--- src/rtl/bus_byte_receiver_if.sv ---
// Byte-in / word-out bus bundle for bus_byte_receiver.
// The master side feeds bytes and consumes words; the slave side is the receiver.
interface bus_byte_receiver_if #(
    parameter int unsigned BYTES_PER_WORD = 4
);
    localparam int unsigned WORD_W = 8 * BYTES_PER_WORD;

    logic                      in_valid;
    logic                      in_ready;
    logic [7:0]                in_data;
    logic                      in_last;
    logic                      out_valid;
    logic                      out_ready;
    logic [WORD_W-1:0]         out_data;
    logic [BYTES_PER_WORD-1:0] out_keep;
    logic                      out_last;

    modport master (
        output in_valid, in_data, in_last, out_ready,
        input  in_ready, out_valid, out_data, out_keep, out_last
    );

    modport slave (
        input  in_valid, in_data, in_last, out_ready,
        output in_ready, out_valid, out_data, out_keep, out_last
    );
endinterface

--- src/rtl/bus_byte_receiver.sv ---
// Packs a valid/ready byte stream into BYTES_PER_WORD-byte words with keep/last,
// buffered in a small word FIFO for the downstream consumer.
module bus_byte_receiver #(
    parameter int unsigned BYTES_PER_WORD = 4,
    parameter int unsigned FIFO_DEPTH     = 4
) (
    input  logic                 clk,
    input  logic                 rst,
    bus_byte_receiver_if.slave   bus,
    output logic [15:0]          byte_count
);
    localparam int unsigned BPW    = BYTES_PER_WORD;
    localparam int unsigned WORD_W = 8 * BPW;
    localparam int unsigned LANE_W = (BPW > 1) ? $clog2(BPW) : 1;
    localparam int unsigned PTR_W  = $clog2(FIFO_DEPTH);
    localparam int unsigned CNT_W  = PTR_W + 1;

    localparam logic [0:0] IDLE = 1'b0;
    localparam logic [0:0] FILL = 1'b1;

    logic [0:0]        state_q, state_d;
    logic [LANE_W-1:0] lane_q, lane_d;
    logic [WORD_W-1:0] word_q, word_d, word_c;
    logic [BPW-1:0]    keep_q, keep_d, keep_c;
    logic              close_c;
    logic              accept_c;

    logic [WORD_W-1:0] mem_data [FIFO_DEPTH];
    logic [BPW-1:0]    mem_keep [FIFO_DEPTH];
    logic              mem_last [FIFO_DEPTH];
    logic [PTR_W-1:0]  wr_ptr_q, rd_ptr_q;
    logic [CNT_W-1:0]  count_q, count_d;
    logic              in_ready_q;
    logic [15:0]       byte_count_q;
    logic              out_valid_c;
    logic              pop_c;

    assign accept_c    = bus.in_valid && in_ready_q;
    assign out_valid_c = (count_q != '0);
    assign pop_c       = out_valid_c && bus.out_ready;

    // Lane FSM: merge the incoming byte into the partial word and decide closure
    always_comb begin
        state_d = state_q;
        lane_d  = lane_q;
        word_d  = word_q;
        keep_d  = keep_q;
        close_c = 1'b0;
        word_c  = word_q;
        keep_c  = keep_q;
        word_c[int'(lane_q) * 8 +: 8] = bus.in_data;
        keep_c[lane_q]                = 1'b1;
        case (state_q)
            IDLE, FILL: begin
                if (accept_c) begin
                    if ((lane_q == LANE_W'(BPW - 1)) || bus.in_last) begin
                        close_c = 1'b1;
                        state_d = IDLE;
                        lane_d  = '0;
                        word_d  = '0;
                        keep_d  = '0;
                    end else begin
                        state_d = FILL;
                        lane_d  = lane_q + LANE_W'(1);
                        word_d  = word_c;
                        keep_d  = keep_c;
                    end
                end
            end
            default: begin
                state_d = IDLE;
                lane_d  = '0;
                word_d  = '0;
                keep_d  = '0;
            end
        endcase
    end

    assign count_d = count_q + CNT_W'(close_c) - CNT_W'(pop_c);

    always_ff @(posedge clk) begin
        if (rst) begin
            state_q      <= IDLE;
            lane_q       <= '0;
            word_q       <= '0;
            keep_q       <= '0;
            wr_ptr_q     <= '0;
            rd_ptr_q     <= '0;
            count_q      <= '0;
            in_ready_q   <= 1'b0;
            byte_count_q <= '0;
        end else begin
            state_q    <= state_d;
            lane_q     <= lane_d;
            word_q     <= word_d;
            keep_q     <= keep_d;
            count_q    <= count_d;
            in_ready_q <= (count_d < CNT_W'(FIFO_DEPTH));
            if (close_c) begin
                wr_ptr_q <= wr_ptr_q + PTR_W'(1);
            end
            if (pop_c) begin
                rd_ptr_q <= rd_ptr_q + PTR_W'(1);
            end
            if (accept_c) begin
                byte_count_q <= byte_count_q + 16'd1;
            end
        end
    end

    // Storage needs no reset: pointers and count define what is live
    always_ff @(posedge clk) begin
        if (close_c) begin
            mem_data[wr_ptr_q] <= word_c;
            mem_keep[wr_ptr_q] <= keep_c;
            mem_last[wr_ptr_q] <= bus.in_last;
        end
    end

    assign bus.in_ready  = in_ready_q;
    assign bus.out_valid = out_valid_c;
    assign bus.out_data  = out_valid_c ? mem_data[rd_ptr_q] : '0;
    assign bus.out_keep  = out_valid_c ? mem_keep[rd_ptr_q] : '0;
    assign bus.out_last  = out_valid_c ? mem_last[rd_ptr_q] : 1'b0;
    assign byte_count    = byte_count_q;
endmodule

--- src/flat_wrapper.sv ---
// flat-port wrapper written by rule: the top's interface ports become plain ports
module bus_byte_receiver_flat 
#(
    parameter int unsigned BYTES_PER_WORD = 4,
    parameter int unsigned FIFO_DEPTH     = 4
)
  (clk, rst, byte_count, bus_in_valid, bus_in_data, bus_in_last, bus_out_ready, bus_in_ready, bus_out_valid, bus_out_data, bus_out_keep, bus_out_last);
  bus_byte_receiver_if #(.BYTES_PER_WORD(BYTES_PER_WORD)) bus_i ();
  input  logic clk;
  input  logic rst;
  output logic [15:0] byte_count;
  input wire logic [$bits(bus_i.in_valid)-1:0] bus_in_valid;
  input wire logic [$bits(bus_i.in_data)-1:0] bus_in_data;
  input wire logic [$bits(bus_i.in_last)-1:0] bus_in_last;
  input wire logic [$bits(bus_i.out_ready)-1:0] bus_out_ready;
  output wire logic [$bits(bus_i.in_ready)-1:0] bus_in_ready;
  output wire logic [$bits(bus_i.out_valid)-1:0] bus_out_valid;
  output wire logic [$bits(bus_i.out_data)-1:0] bus_out_data;
  output wire logic [$bits(bus_i.out_keep)-1:0] bus_out_keep;
  output wire logic [$bits(bus_i.out_last)-1:0] bus_out_last;
  assign bus_i.in_valid = bus_in_valid;
  assign bus_i.in_data = bus_in_data;
  assign bus_i.in_last = bus_in_last;
  assign bus_i.out_ready = bus_out_ready;
  assign bus_in_ready = bus_i.in_ready;
  assign bus_out_valid = bus_i.out_valid;
  assign bus_out_data = bus_i.out_data;
  assign bus_out_keep = bus_i.out_keep;
  assign bus_out_last = bus_i.out_last;
  bus_byte_receiver #(.BYTES_PER_WORD(BYTES_PER_WORD), .FIFO_DEPTH(FIFO_DEPTH)) u_core (.clk(clk), .rst(rst), .bus(bus_i), .byte_count(byte_count));
endmodule
--- config.mk ---
export PLATFORM = sky130hd
export DESIGN_NAME = bus_byte_receiver_flat
export DESIGN_NICKNAME = d
export VERILOG_FILES = /design/src/rtl/bus_byte_receiver_if.sv /design/src/rtl/bus_byte_receiver.sv /design/src/flat_wrapper.sv
export SDC_FILE = /design/constraint.sdc
export NUM_CORES = 1
export LEC_CHECK = 0
export CAP_MARGIN = 40
export CORE_MARGIN = 2
export CORE_UTILIZATION = 50
export CTS_CLUSTER_DIAMETER = 40
export DETAILED_ROUTE_END_ITERATION = 8
export GPL_TIMING_DRIVEN = 0
export PLACE_DENSITY_LB_ADDON = 0.25
export SLEW_MARGIN = 20
export SYNTH_ARGS = -nofsm -noshare
export SYNTH_HDL_FRONTEND = slang
export SYNTH_SLANG_ARGS = --single-unit
--- constraint.sdc ---
create_clock -name clk -period 2.43 [get_ports clk]
set_input_delay 0.486 -clock clk [delete_from_list [all_inputs] [get_ports clk]]
set_output_delay 0.486 -clock clk [all_outputs]
set_load 0.05 [all_outputs]
# Word-level counts from Yosys, hierarchy flattened
# Memories as Yosys holds them, arrays and structs flattened. A register that Yosys moved wholly into a read port is not among the register bits.
# Cells that the tools add are included.
# Widths: inputs -> output; s select.
# totals
register_bits	62
ramBits	148
mem_count	3
# mem_list
name	words	width	read_ports	rd_clocked_by_memory_dff	wr	line	rtl
u_core.mem_data	4	32	1	1	1	bus_byte_receiver.sv:28	logic [WORD_W-1:0] mem_data [FIFO_DEPTH];
u_core.mem_keep	4	4	1	1	1	bus_byte_receiver.sv:29	logic [BPW-1:0] mem_keep [FIFO_DEPTH];
u_core.mem_last	4	1	1	1	1	bus_byte_receiver.sv:30	logic mem_last [FIFO_DEPTH];
# op_classes
n_shift	2
mux	19
bitwise_logic	1
eq_ne	1
n_reduce_logical	5
n_lt_le_gt_ge	3
n_addsub	7
# ops
op	count
$mux 32	2
$neg 5->33	1
$shift 8x33->32 const A	1
$shiftx 8x33->32	1
$bwmux 32	1
$add 16x1->16 const B	1
$mux 2	7
$mux 4	2
$add 2x1->2 const B	3
$mux 1	6
$or 4x4->4	1
$add 3x1->3	1
$logic_and 1x1->1	3
$lt 2x3->1 const B	1
$lt 3x3->1 const B	1
$reduce_bool 3->1	1
$sub 3x1->3	1
$demux 1 s2	1
$eq 2x2->1 const B	1
$ge 2x1->1 const B	1
$logic_or 1x1->1	1

# Longest topological paths before layout
# logic_depth
ltp_word	7
depth_mapped	11
ltp_nobuf	11

# Worst setup path after synthesis
# No wires, ideal clock.
# synth_path
path_type	reg-to-reg
from	register u_core.in_ready_q, in the netlist u_core.bus.in_ready
to	register u_core.count_q[2]
arrival_time_ns	2.596
required_time_ns	2.303
stages_incl_launch_ff	11
path_buffers	0
slack_ns	-0.293
cell_sequence	dfxtp_1 > nand2_1 > nor2_1 > inv_1 > ha_1 > inv_1 > ha_1 > fa_1 > xnor2_1 > xnor2_1 > nor2b_1
# synth_between
elab_chain_len	4
# synth_rtl
item	line	rtl
start, declared	bus_byte_receiver.sv:33	logic in_ready_q;
start signal, assigned	bus_byte_receiver.sv:98	in_ready_q <= (count_d < CNT_W'(FIFO_DEPTH));
$logic_and 1x1->1	bus_byte_receiver.sv:38	assign accept_c = bus.in_valid && in_ready_q;
$mux 1	bus_byte_receiver.sv:55	if (accept_c) begin
$add 3x1->3	bus_byte_receiver.sv:79	assign count_d = count_q + CNT_W'(close_c) - CNT_W'(pop_c);
$sub 3x1->3	bus_byte_receiver.sv:79	
end signal, assigned	bus_byte_receiver.sv:97	count_q <= count_d;
end, declared	bus_byte_receiver.sv:32	logic [CNT_W-1:0] count_q, count_d;
# No other way between the ends.
# A chain may end at the register's enable or synchronous reset.

==> flow_metrics.py <==
metrics = {
    "outcome": {
        "status": "finished with violations",
        "violations": "setup timing",
    },
    "pwr": {
        "p_leak_nw": 3.88,
        "irDropWorstVdd_v": 0.000802,
        "cellPowerDensity_nw_per_um2": 1270,
    },
    "hold_path": {
        "min_path_type": "input port to flip-flop",
        "hold_depth": 1,
        "hold_start": "bus_in_last",
        "hold_end": "u_core.mem_last[2]$_DFFE_PP_",
    },
    "floorplan": {
        "std_cell_rows": 47,
        "fp.dieH_um": 135,
        "design.die.area_sq_um": 18200,
        "die_width_um": 135,
        "coreArea_sq_um": 16700,
        "start_util": 0.514,
        "ios": 68,
    },
    "timing": {
        "hold_viol": 0,
        "setup_tns_ps": -1410,
        "fin_worst_skew_ps": 11.4,
        "fin_ws_ps": -82.1,
        "maxSlewHeadroom": 0.544,
        "max_freq_ghz": 0.398,
        "setup_violations": 31,
        "grt_setup_unrepaired": "true",
        "min_period_ps": 2510,
        "worst_slew_pin_slew_ps": 684,
        "final_max_slew_viol_count": 0,
        "min_period_over_period": 1.03,
    },
    "yosys": {
        "async_flop_share": 0,
        "syn-num-nets": 592,
        "postSynthCellCount": 563,
        "ys_seq_area_frac": 0.667,
        "syn_area_sq_um": 8580,
        "synth_edf_count": 148,
        "synthFlopType": "edfxtp_1",
        "ys_warn_count": 0,
        "syn_avg_cell_area_sq_um": 15.2,
        "ys_ff_latch": 212,
        "synth.distinct_cells": 44,
    },
    "drt": {
        "wl_met3_um": 960,
        "wirelength_met1_um": 7750,
        "via_per_inst": 5.63,
        "avgRoutedWirePerCell_um": 20.4,
        "drc_errors": 0,
        "met2_length_um": 9450,
        "top_layer": "met4",
        "drt-pass1-iter-count": 5,
        "vias": 5143,
        "drt_iter0_drc": 390,
        "finalWirelength_um": 18600,
        "postRouteAntennaNets": 0,
    },
    "layout": {
        "syn_to_final_growth_pct": 28.3,
        "drive_gt1_frac": 0.320,
        "num_antenna_cells": 0,
        "final_cell_mix": "edfxtp_1, dfxtp_1, nor2_1",
        "fillers": 1176,
        "nets": 702,
        "mostFrequentLayoutCell": "edfxtp_1",
    },
    "critical_path": {
        "r2r-start": "u_core.count_q[1]$_SDFF_PP0_",
        "ff2ff_path_depth": 9,
        "cp.arrival_ps": 2030,
        "cp_max_fo": 8,
        "critPathKind": "flip-flop to primary output",
        "worstPathRequired_ps": 1940,
        "cp-end-kind": "primary output",
        "r2r-end": "u_core.count_q[2]$_SDFF_PP0_",
        "critPathLaunchType": "flip-flop",
        "r2r_slack_ps": 50,
    },
    "clock_tree": {
        "h-tree-depth": 1,
        "clock_sinks": 212,
        "clockBufferDepth": 3,
        "cts-root-buf": "clkbuf_16",
        "numCtsBuffers": 26,
        "cts_tree": "yes",
        "clk_latency_ps": 520,
        "clk_pin_slew_ps": 50,
    },
    "place": {
        "dp_hpwl_um": 11800,
        "gp_congestion": 0.817,
        "io_buffers": 66,
        "dp_slack_ps": -764,
    },
    "global_route": {
        "grt_pass1_vias": 5272,
        "overflow": 0,
        "grt_max_degree": 26,
        "grt_antenna_before_repair": 0,
        "grt_pass1_wl_um": 29100,
        "track_usage": 0.209,
    },
    "job": {
        "max-cap-violations": 0,
    },
}
==> cell families after synthesis <==
logic type / count (synthesis) / share of synthesized area
AO/OA/AOI/OAI: 78 / 0.0688
AND/OR/NAND/NOR: 152 / 0.0982
flip-flops: 212 / 0.667
multiplexers: 38 / 0.0983
buffers and inverters: 49 / 0.0246
adder cells (fa/ha/maj): 16 / 0.0242
XOR/XNOR: 18 / 0.0184
==> registers in the layout, summed over array words and instances (netlist names), named ones only <==
name / flops
u_core.bus.in_ready: 1
u_core.count_q: 3
u_core.word_q: 32
u_core.lane_q: 2
u_core.mem_last: 4
u_core.mem_data: 128
u_core.mem_keep: 16
u_core.byte_count: 16
u_core.wr_ptr_q: 2
u_core.rd_ptr_q: 2
u_core.keep_q: 4
==> cell type report <==
class / instances / area, sq um / area share
Clock inverter: 13 / 166 / 0.0151
Timing Repair Buffer: 82 / 1010 / 0.0916
Tap cell: 220 / 275 / 0.0250
Inverter: 22 / 82.6 / 0.00751
Multi-Input combinational cell: 302 / 2780 / 0.253
Buffer: 27 / 234 / 0.0213
Clock buffer: 35 / 726 / 0.0660
Sequential cell: 212 / 5730 / 0.521
==> critical path, stage by stage, from the launching register on <==
cell	delay [ps]
dfxtp_2	350
buf_12	180
clkbuf_16	180
mux4_2	490
and2_4	170
buf_6	140
==> cells in the mapped netlist, types with 2 or more instances <==
cell type / count / area share
or3_1: 3 / 0.0022
a22o_1: 27 / 0.028
ha_1: 15 / 0.022
xnor2_1: 14 / 0.014
inv_1: 20 / 0.0088
nand2_1: 15 / 0.0066
buf_1: 4 / 0.0017
a22oi_1: 22 / 0.019
and2_1: 44 / 0.032
dfxtp_1: 64 / 0.15
buf_2: 3 / 0.0017
and4bb_2: 2 / 0.0029
nand3_1: 5 / 0.0029
clkbuf_1: 14 / 0.0061
o21ai_0: 10 / 0.0058
nor2_1: 49 / 0.021
nor4_1: 5 / 0.0036
nor2b_1: 3 / 0.0022
nand4_1: 6 / 0.0044
nor3_1: 5 / 0.0029
xor2_1: 4 / 0.0041
a22o_2: 8 / 0.0093
or2_2: 4 / 0.0029
a21oi_1: 9 / 0.0053
edfxtp_1: 148 / 0.52
nand2b_1: 3 / 0.0022
buf_4: 4 / 0.0035
mux4_2: 37 / 0.097
==> report_power, final <==
group          switching [W]  total [W]  internal, W
registers          0.0000914    0.00416      0.00407
clock network        0.00150    0.00393      0.00244
logic                0.00318    0.00587      0.00269
==> stage by stage <==
stage | instance area (sq um) | hold slack [ps] | instances | total power, W | utilization
3_5_place_dp | 9600 | 421 | 853 | 0.00854 | 0.575
3_3_place_gp | 9520 | 419 | 849 | 0.00845 | 0.570
4_1_cts | 11000 | 429 | 912 | 0.0136 | 0.656
2_1_floorplan | 8580 | 404 | 563 | 0.00721 | -
5_1_grt | 11000 | 396 | 913 | 0.0145 | 0.659
6_report | 11000 | 399 | 913 | 0.0140 | 0.659
==> worst max path at each step <==
stage                                         startpoint                               to
after floorplan           u_core.bus.in_ready$_SDFF_PP0_     u_core.count_q[2]$_SDFF_PP0_
after global placement                      bus_in_valid  u_core.mem_data[3][2]$_DFFE_PP_
after detailed placement                    bus_in_valid     u_core.count_q[2]$_SDFF_PP0_
after CTS                                      flip-flop                 bus_out_data[11]
after global routing                           flip-flop                  bus_out_data[4]
final                                          flip-flop                  bus_out_data[6]
==> metal layers <==
layer | GRT usage | vias to the layer above
met4 | 0.0694 | 0
met2 | 0.356 | 164
met3 | 0.0278 | 31
met1 | 0.280 | 2596
met5 | 0 | -
li1 | - | 2352
==> timing repair <==
action                                  in CTS  in global routing
endpoints found under the setup margin      41                 48
buffers inserted                             8                  3
pin swaps                                   16                  6
resized for setup                          351                 23
cloned                                       3                  1
hold buffers                                 0                  0
Note: power is estimated with default switching activity, not from simulation.
